[config.mk]
export PLATFORM = sky130hd
export DESIGN_NAME = fxu_reservation_station
export DESIGN_NICKNAME = d
export VERILOG_FILES = /design/src/rtl/fxu_reservation_station.sv
export SDC_FILE = /design/constraint.sdc
export NUM_CORES = 2
export LEC_CHECK = 0
export CAP_MARGIN = 5
export CORE_UTILIZATION = 56
export CTS_BUF_LIST = sky130_fd_sc_hd__clkbuf_2 sky130_fd_sc_hd__clkbuf_4 sky130_fd_sc_hd__clkbuf_8
export DETAILED_ROUTE_END_ITERATION = 7
export PLACE_DENSITY = 0.88
export SLEW_MARGIN = 15
export SYNTH_ARGS = -nofsm -noshare
export SYNTH_HDL_FRONTEND = slang
export SYNTH_SLANG_ARGS = --single-unit
[constraint.sdc]
create_clock -name clk -period 13.8 [get_ports clk]
set_input_delay 2.76 -clock clk [delete_from_list [all_inputs] [get_ports clk]]
set_output_delay 2.76 -clock clk [all_outputs]
set_load 0.1 [all_outputs]
[src/rtl/fxu_reservation_station.sv]
// fxu_reservation_station
//   FXU reservation station. Up to DEPTH dispatched ops wait here until both
//   operands are valid. Pending operands wake by snooping the ROB output
//   broadcast. The ready op that is oldest relative to the ROB head is
//   offered to the FXU over a valid/ready handshake.
//
//   Optional feature macro: RS_DISPATCH_WAKEUP_EN
//     defined   - a dispatched operand that is not yet valid also snoops the
//                 broadcast in its dispatch cycle and captures the value
//                 straight into the new entry.
//     undefined - dispatched operands are stored as given and wake from the
//                 following cycle onwards.
module fxu_reservation_station #(
    parameter int DEPTH    = 4,
    parameter int ROB_SIZE = 16,
    parameter int DATA_W   = 16,
    localparam int ROB_W   = $clog2(ROB_SIZE)
) (
    input  logic                       clk,
    input  logic                       rst,
    input  logic                       flush,
    input  logic                       in_instr_valid,
    input  logic [ROB_W-1:0]           in_rob_idx,
    input  logic [3:0]                 in_opcode,
    input  logic [7:0]                 in_i,
    input  logic                       in_a_valid,
    input  logic [DATA_W-1:0]          in_a_value,
    input  logic [ROB_W-1:0]           in_a_owner,
    input  logic                       in_b_valid,
    input  logic [DATA_W-1:0]          in_b_value,
    input  logic [ROB_W-1:0]           in_b_owner,
    input  logic [ROB_W-1:0]           rob_head_idx,
    input  logic [ROB_SIZE-1:0]        rob_output_valid_flat,
    input  logic [ROB_SIZE*DATA_W-1:0] rob_output_values_flat,
    output logic                       full,
    output logic                       issue_valid,
    input  logic                       issue_ready,
    output logic [ROB_W-1:0]           issue_rob_idx,
    output logic [3:0]                 issue_opcode,
    output logic [7:0]                 issue_i,
    output logic [DATA_W-1:0]          issue_a,
    output logic [DATA_W-1:0]          issue_b
);

    localparam int IDX_W = (DEPTH > 1) ? $clog2(DEPTH) : 1;
    localparam int CNT_W = $clog2(DEPTH + 1);

    // Entry state
    logic [DEPTH-1:0]  valid_q,   valid_d;
    logic [ROB_W-1:0]  rob_idx_q  [DEPTH];
    logic [ROB_W-1:0]  rob_idx_d  [DEPTH];
    logic [3:0]        opcode_q   [DEPTH];
    logic [3:0]        opcode_d   [DEPTH];
    logic [7:0]        imm_q      [DEPTH];
    logic [7:0]        imm_d      [DEPTH];
    logic [DEPTH-1:0]  a_valid_q, a_valid_d;
    logic [DATA_W-1:0] a_value_q  [DEPTH];
    logic [DATA_W-1:0] a_value_d  [DEPTH];
    logic [ROB_W-1:0]  a_owner_q  [DEPTH];
    logic [ROB_W-1:0]  a_owner_d  [DEPTH];
    logic [DEPTH-1:0]  b_valid_q, b_valid_d;
    logic [DATA_W-1:0] b_value_q  [DEPTH];
    logic [DATA_W-1:0] b_value_d  [DEPTH];
    logic [ROB_W-1:0]  b_owner_q  [DEPTH];
    logic [ROB_W-1:0]  b_owner_d  [DEPTH];

    // Unpacked view of the ROB broadcast
    logic [ROB_SIZE-1:0] rob_valid;
    logic [DATA_W-1:0]   rob_value [ROB_SIZE];

    // Derived control
    logic [CNT_W-1:0] occupied;
    logic [DEPTH-1:0] ready;
    logic [ROB_W-1:0] age [DEPTH];
    logic             sel_found;
    logic [IDX_W-1:0] sel_idx;
    logic [ROB_W-1:0] best_age;
    logic             alloc_found;
    logic [IDX_W-1:0] alloc_idx;
    logic             do_issue;
    logic             do_dispatch;

    // Flattened broadcast is stored slot 0 in the most significant position.
    always_comb begin
        rob_valid = '0;
        for (int k = 0; k < ROB_SIZE; k++) begin
            rob_valid[k] = rob_output_valid_flat[ROB_SIZE-1-k];
            rob_value[k] = rob_output_values_flat[DATA_W*(ROB_SIZE-1-k) +: DATA_W];
        end
    end

    // Occupancy from registered valid bits only, so same-cycle issue never frees a slot for dispatch.
    always_comb begin
        occupied = '0;
        for (int i = 0; i < DEPTH; i++) begin
            occupied = occupied + CNT_W'(valid_q[i]);
        end
        full = (occupied == CNT_W'(DEPTH));
    end

    // Oldest-ready select: age is the mod-ROB_SIZE distance from the ROB head.
    always_comb begin
        sel_found = 1'b0;
        sel_idx   = '0;
        best_age  = '1;
        ready     = '0;
        for (int i = 0; i < DEPTH; i++) begin
            ready[i] = valid_q[i] & a_valid_q[i] & b_valid_q[i];
            age[i]   = rob_idx_q[i] - rob_head_idx;
            if (ready[i] && (!sel_found || (age[i] < best_age))) begin
                sel_found = 1'b1;
                sel_idx   = IDX_W'(i);
                best_age  = age[i];
            end
        end
    end

    // Offer the selected entry; all-zero outputs when nothing is ready.
    always_comb begin
        issue_valid   = sel_found;
        issue_rob_idx = '0;
        issue_opcode  = '0;
        issue_i       = '0;
        issue_a       = '0;
        issue_b       = '0;
        if (sel_found) begin
            issue_rob_idx = rob_idx_q[sel_idx];
            issue_opcode  = opcode_q[sel_idx];
            issue_i       = imm_q[sel_idx];
            issue_a       = a_value_q[sel_idx];
            issue_b       = b_value_q[sel_idx];
        end
    end

    // Lowest free entry, searched over registered state so a just-issued slot is not reused.
    always_comb begin
        alloc_found = 1'b0;
        alloc_idx   = '0;
        for (int i = 0; i < DEPTH; i++) begin
            if (!valid_q[i] && !alloc_found) begin
                alloc_found = 1'b1;
                alloc_idx   = IDX_W'(i);
            end
        end
    end

    // Next-state: wakeup, then issue free, then dispatch write, with flush overriding all.
    always_comb begin
        valid_d   = valid_q;
        rob_idx_d = rob_idx_q;
        opcode_d  = opcode_q;
        imm_d     = imm_q;
        a_valid_d = a_valid_q;
        a_value_d = a_value_q;
        a_owner_d = a_owner_q;
        b_valid_d = b_valid_q;
        b_value_d = b_value_q;
        b_owner_d = b_owner_q;

        do_issue    = issue_valid & issue_ready;
        do_dispatch = in_instr_valid & ~full & alloc_found;

        for (int i = 0; i < DEPTH; i++) begin
            if (valid_q[i] && !a_valid_q[i] && rob_valid[a_owner_q[i]]) begin
                a_valid_d[i] = 1'b1;
                a_value_d[i] = rob_value[a_owner_q[i]];
            end
            if (valid_q[i] && !b_valid_q[i] && rob_valid[b_owner_q[i]]) begin
                b_valid_d[i] = 1'b1;
                b_value_d[i] = rob_value[b_owner_q[i]];
            end
        end

        if (do_issue) begin
            valid_d[sel_idx] = 1'b0;
        end

        if (do_dispatch) begin
            valid_d[alloc_idx]   = 1'b1;
            rob_idx_d[alloc_idx] = in_rob_idx;
            opcode_d[alloc_idx]  = in_opcode;
            imm_d[alloc_idx]     = in_i;
            a_owner_d[alloc_idx] = in_a_owner;
            b_owner_d[alloc_idx] = in_b_owner;
`ifdef RS_DISPATCH_WAKEUP_EN
            a_valid_d[alloc_idx] = in_a_valid | rob_valid[in_a_owner];
            a_value_d[alloc_idx] = in_a_valid ? in_a_value : rob_value[in_a_owner];
            b_valid_d[alloc_idx] = in_b_valid | rob_valid[in_b_owner];
            b_value_d[alloc_idx] = in_b_valid ? in_b_value : rob_value[in_b_owner];
`else
            a_valid_d[alloc_idx] = in_a_valid;
            a_value_d[alloc_idx] = in_a_value;
            b_valid_d[alloc_idx] = in_b_valid;
            b_value_d[alloc_idx] = in_b_value;
`endif
        end

        if (flush) begin
            valid_d = '0;
        end
    end

    // Entry registers with synchronous reset.
    always_ff @(posedge clk) begin
        if (rst) begin
            valid_q   <= '0;
            a_valid_q <= '0;
            b_valid_q <= '0;
            for (int i = 0; i < DEPTH; i++) begin
                rob_idx_q[i] <= '0;
                opcode_q[i]  <= '0;
                imm_q[i]     <= '0;
                a_value_q[i] <= '0;
                a_owner_q[i] <= '0;
                b_value_q[i] <= '0;
                b_owner_q[i] <= '0;
            end
        end else begin
            valid_q   <= valid_d;
            a_valid_q <= a_valid_d;
            b_valid_q <= b_valid_d;
            for (int i = 0; i < DEPTH; i++) begin
                rob_idx_q[i] <= rob_idx_d[i];
                opcode_q[i]  <= opcode_d[i];
                imm_q[i]     <= imm_d[i];
                a_value_q[i] <= a_value_d[i];
                a_owner_q[i] <= a_owner_d[i];
                b_value_q[i] <= b_value_d[i];
                b_owner_q[i] <= b_owner_d[i];
            end
        end
    end

endmodule
After elaboration in Yosys (flattened, before gate mapping). Index checks and enable logic that the tools add are counted.

RAM bits: 0. Logic and storage cells: 253. Bits in latches: 0. Memory bits (read-only): 0. Input port bits: 339. Flip-flop bits (word level): 236. Memories: 0.

Add/sub/neg operators: 7. Divide/modulo/power cells: 0. Multipliers: 0. Multiplexer cells: 118. Bitwise gates (word level): 25. Order comparisons: 26. Reduce and logical (&&, ||, !) cells: 45. Equal/unequal tests: 1. Shift operators: 0.

Operators with widths (count): $bmux 16 s4 (8); $mux 16 (31); $bwmux 64 (2); $mux 64 (2); $bmux 16 s2 (2); $bwmux 16 (4); $mux 4 (14); $ge 5x5->1 const B (8); $lt 4x5->1 const B (8); $not 4->5 (8); $bmux 1 s4 (8); $bwmux 32 (1); $demux 16 s2 (1); $mux 8 (4); $mux 1 (28); $logic_and 1x1->1 (25); $bmux 4 s2 (2); $bmux 8 s2 (1); $demux 8 s2 (1); $logic_not 1->1 (16); $sub 4x4->4 (4); $lt 4x4->1 (3); $and 1x1->1 (11); $bwmux 4 (2); other kinds (18) (28).

Logic depth before layout (Yosys ltp).
Word-level depth: 24. Depth in mapped cells: 33. Mapped depth without buffers: 29.

Worst setup path before layout. Ideal clock, no wire load.

Path kind: input to output. Start point: in rob_head_idx[1]. End point: out issue_a[10]. Path buffers: 4. Stages: 32. Path slack: 0.852 ns. Data required time: 11.040 ns. Arrival: 10.188 ns. Path through: inv_1 > ha_1 > a21o_1 > a21oi_1 > xnor2_1 > nor2_1 > ha_1 > o21ai_0 > nor2b_1 > nor3_1 > nand2b_1 > nor2_1 > a21o_1 > ha_1 > a211oi_1 > o21ai_0 > nor2b_1 > or2_2 > nor2_1 > clkbuf_1 > nand2_1 > o21a_1 > ha_1 > a2111oi_0 > a21oi_1 > a211oi_1 > a211oi_2 > or2_0 > clkbuf_1 > buf_2 > buf_4 > a41oi_1.

Cells in the longest elaborated chain, start to end: 19. Elaborated cells on any way between the ends: 29. Classes of those cells: add/sub: 4; order compare: 3; mux: 13; bitwise: 1; reduce/logical: 8.

Ends and longest elaborated chain: start, declared (line 32) `input logic [ROB_W-1:0] rob_head_idx,`; $sub 4x4->4 (line 109) `age[i] = rob_idx_q[i] - rob_head_idx;`; $mux 4 (line 110) `if (ready[i] && (!sel_found || (age[i] < best_age))) begin`; $lt 4x4->1 (line 110); $logic_or 1x1->1 (line 110); $logic_and 1x1->1 (line 110); $mux 4 / $mux 1 (equally long branches) (line 110); $lt 4x4->1 / $logic_not 1->1 (equally long branches) (line 110); $logic_or 1x1->1 (line 110); [... 2 more ...]; $lt 4x4->1 / $logic_not 1->1 (equally long branches) (line 110); $logic_or 1x1->1 (line 110); $logic_and 1x1->1 (line 110); $mux 2 (line 110); $not 2->3 (implied by the code) (line 130) `issue_a = a_value_q[sel_idx];`; $bmux 16 s2 (line 130); $mux 16 (implied by the code) (2 in series) (line 130); $mux 16 (*) (line 126) `if (sel_found) begin`; end, declared (line 41) `output logic [DATA_W-1:0] issue_a,`.

Every way passes the cells marked *; elsewhere a longest branch is shown, timed or not. The select of a mux whose other input is x is not followed.

Worst setup path after layout.
Start point: in rob_head_idx[1]. End point: out issue_b[4].

Cells in the longest elaborated chain, start to end: 19. Elaborated cells on any way between the ends: 29. Classes of those cells: add/sub: 4; order compare: 3; mux: 13; bitwise: 1; reduce/logical: 8.

Ends and longest elaborated chain: $sub 4x4->4 (line 109); $mux 4 (line 110); $lt 4x4->1 (line 110); $logic_or 1x1->1 (line 110); $logic_and 1x1->1 (line 110); $mux 4 / $mux 1 (equally long branches) (line 110); $lt 4x4->1 / $logic_not 1->1 (equally long branches) (line 110); $logic_or 1x1->1 (line 110); [... 2 more ...]; $lt 4x4->1 / $logic_not 1->1 (equally long branches) (line 110); $logic_or 1x1->1 (line 110); $logic_and 1x1->1 (line 110); $mux 2 (line 110); $not 2->3 (implied by the code) (line 131) `issue_b = b_value_q[sel_idx];`; $bmux 16 s2 (line 131); $mux 16 (implied by the code) (2 in series) (line 131); $mux 16 (*) (line 126); end, declared (line 42) `output logic [DATA_W-1:0] issue_b`.

Marked as above.

==> results.toml <==
[layout]
fin_nets = 2887
drive_gt1_share_pct = 34.5
multi_input_area_mm2 = 0.0218
design_area_mm2 = 0.0329
area_growth_pct = 18.4
regArea_mm2 = 0.00477
final_common_cell = "mux4_2"
post-route-util_pct = 67.2
final_cell_mix = "680 x mux4_2, 339 x clkdlybuf4s50_1, 256 x nand2_1"
fillers = 3425

[power_and_ir_drop]
max-vdd-ir-drop_mv = 0.0545
total_power_w = 0.00202
p_per_area_mw_per_mm2 = 61.3
power_leakage_nw = 9.88

[synth]
yosysTopAreaCell = "mux4_2"
yosysWarnings = 0
postSynthCellCount = 2334
syn_area_per_cell_um2 = 11.9
ys.flop_type = "dfxtp_1"
synth.yosys.seq_area_share_pct = 17.0
ys_types = 48
yosys.area.top_type_share_pct = 55.1
synth_edf_count = 0
syn_nets = 2703
ys_top_cells_by_area = "mux4_2 55%, dfxtp_1 17%, nand2_1 3.5%, mux2i_1 3.5%, a211oi_1 2.9%"
synth-seq-cells = 236
synthesis.area_mm2 = 0.0278
async_reset_ff_share_pct = 0

[worst_setup_path]
reg2regPathDepth = 28
endpoint_kind = "output port"
critical_path_required_ns = 11.04
path_delay_family = "compound AO/OA/AOI/OAI gates"
critPathLaunchType = "input port"
critPathBufInv = 4
slowest_stage = "a2111oi_1"
crit_fanout = 38
critical_path.max_stage_delay_ns = 0.53
crit_arrival_ns = 10.23
critical_path.most_common_cell = "ha_1"
critPathKind = "input port to output port"
worstSetupPathDepth = 31

[placement]
globalplace.congestion = 1.02
numPortBuffers = 388
place_area_mm2 = 0.0320
pre_cts_slack_ns = 0.508
dp_hpwl_um = 77400

[clocking]
postCtsSetupBuffers = 0
clock_latency_ns = 0.59
cts_made_buffers = 37
clockRootBuffer = "clkbuf_8"
cts_tree = "yes"
path_clk_slew_ns = 0.06
clkSinkCount = 236
cts_htree_levels = 2
clockBufferDepth = 3

[detailed_routing]
wl_per_cell_um = 35.2
vias = 26800
drt-pass1-iter-count = 8
drt_iter0_drc = 5539
via_per_inst = 8.29
drc = 0
wirelength_um = 114000
ant_nets = 0

[floorplanning]
io_pins = 389
core_area_mm2 = 0.0490
die_area_mm2 = 0.0505
die_h_um = 225
die_w_um = 225
start_util_pct = 56.8
num_rows = 81

[global_route]
grt_max_degree = 150
antenna_found_initial = 46
grt-ovfl-total = 0
grt_util_all_layers_pct = 45.3
grt_pass1_vias = 25400
grt_first_pass_wirelength_um = 168000

[timing]
hold_violations = 0
layout_setup_ws_ns = 0.810
post-route-period-util_pct = 94.1
maxSlewHeadroom_pct = 17.7
fin_skew_ns = 0.0298
worstMarginPinSlew_ns = 1.24
setup_viol = 0
post-route-min-period_ns = 12.99
fmax_mhz = 77.0
grt_setup_unrepaired = "false"
finalSetupTns_ns = 0
slew_violations = 0

[outcome]
outcome = "finished, final reports clean"

[worst_hold_path]
min_path_cells = 2
hold_path.class = "flop to flop"

[flow_run]
maxCapViolCount = 0
[cell type report]
type | count | share of cell area (%)
diodes | 30 | 0.228
inverters | 16 | 0.183
clock inverters | 15 | 0.445
multi-input cells | 1796 | 66.2
well taps | 664 | 2.53
clock buffers | 49 | 1.97
flip-flops and latches | 236 | 14.5
repair buffers | 431 | 13.9
[sequential cells by signal, summed over array words and instances (netlist names)]
signal     count
b_value_q     64
a_value_q     64
imm_q         32
a_valid_q      4
b_owner_q     16
valid_q        4
rob_idx_q     16
opcode_q      16
a_owner_q     16
b_valid_q      4
[metrics by stage]
stage,hold WS [ns],instances
2_1_floorplan,0.437,2334
3_3_place_gp,0.443,3143
3_5_place_dp,0.449,3143
4_1_cts,0.458,3207
5_1_grt,0.473,3227
6_report,0.458,3237
[cell usage after synthesis (4+ instances only)]
cell / instances
ha_1: 25
o21a_1: 4
buf_2: 76
dfxtp_1: 236
buf_8: 4
or2_1: 6
a41oi_1: 48
mux2i_1: 96
nand2_1: 257
inv_1: 16
buf_4: 8
clkbuf_1: 176
nand3_1: 103
a21oi_1: 103
xnor2_1: 8
xor2_1: 4
a211oi_1: 106
fa_1: 5
mux4_2: 680
nor3_1: 83
clkbuf_2: 5
buf_1: 13
buf_6: 4
a21o_1: 5
o21ai_0: 8
nor4_1: 32
nor2_1: 191
[worst min-delay path: cells and delay by family, from the launching register on]
kind | cells | cell delay (ns)
AND/OR/NAND/NOR | 1 | 0.05
flip-flops | 1 | 0.31
AO/OA/AOI/OAI | 1 | 0.05
[cell families (layout without fill, tap and decap cells)]
group / after synthesis / after routing / synth area share (%)
muxes: 776 / 776 / 58.6
and+or+nand+nor: 693 / 693 / 10.7
buffers and inverters: 302 / 511 / 4.82
AOI/OAI and AO/OA: 285 / 285 / 7.00
DFF: 236 / 236 / 17.0
adders and majority gates: 30 / 30 / 1.49
xor gates and xnor gates: 12 / 12 / 0.378
other: 0 / 30 / 0
[path summary, 6_finish.rpt]
| check | start | to | slack, ns |
|---|---|---|---|
| setup / recovery | rob_head_idx[1] | issue_b[4] | 0.81 |
| hold / removal | opcode_q[15]$_SDFFE_PP0P_ | opcode_q[15]$_SDFFE_PP0P_ | 0.46 |
| setup reg to reg | rob_idx_q[13]$_SDFFE_PP0P_ | valid_q[0]$_SDFF_PP0_ | 7.02 |
| hold reg to reg | opcode_q[15]$_SDFFE_PP0P_ | opcode_q[15]$_SDFFE_PP0P_ | 0.46 |
[power breakdown]
| part | leakage [nW] | internal, W | switching, W |
|---|---|---|---|
| clock | 0.413 | 0.000349 | 0.000312 |
| sequential | 1.93 | 0.000700 | 0.0000274 |
| combinational | 7.54 | 0.000327 | 0.000303 |
[layer usage]
metal	track usage, %	part of all wire [%]
met3	26.8	20
met2	63.8	43
met5	0	0.22
met4	18.6	5.9
met1	56.3	31
[repair_timing]
| item | 4_1_cts | 5_1_grt |
|---|---|---|
| hold buffers | 0 | 0 |
| gates resized for setup | 0 | 2 |
| hold endpoints to repair | 0 | 0 |
| setup endpoints to repair | 0 | 12 |
Note: power is estimated with default switching activity, not from simulation.
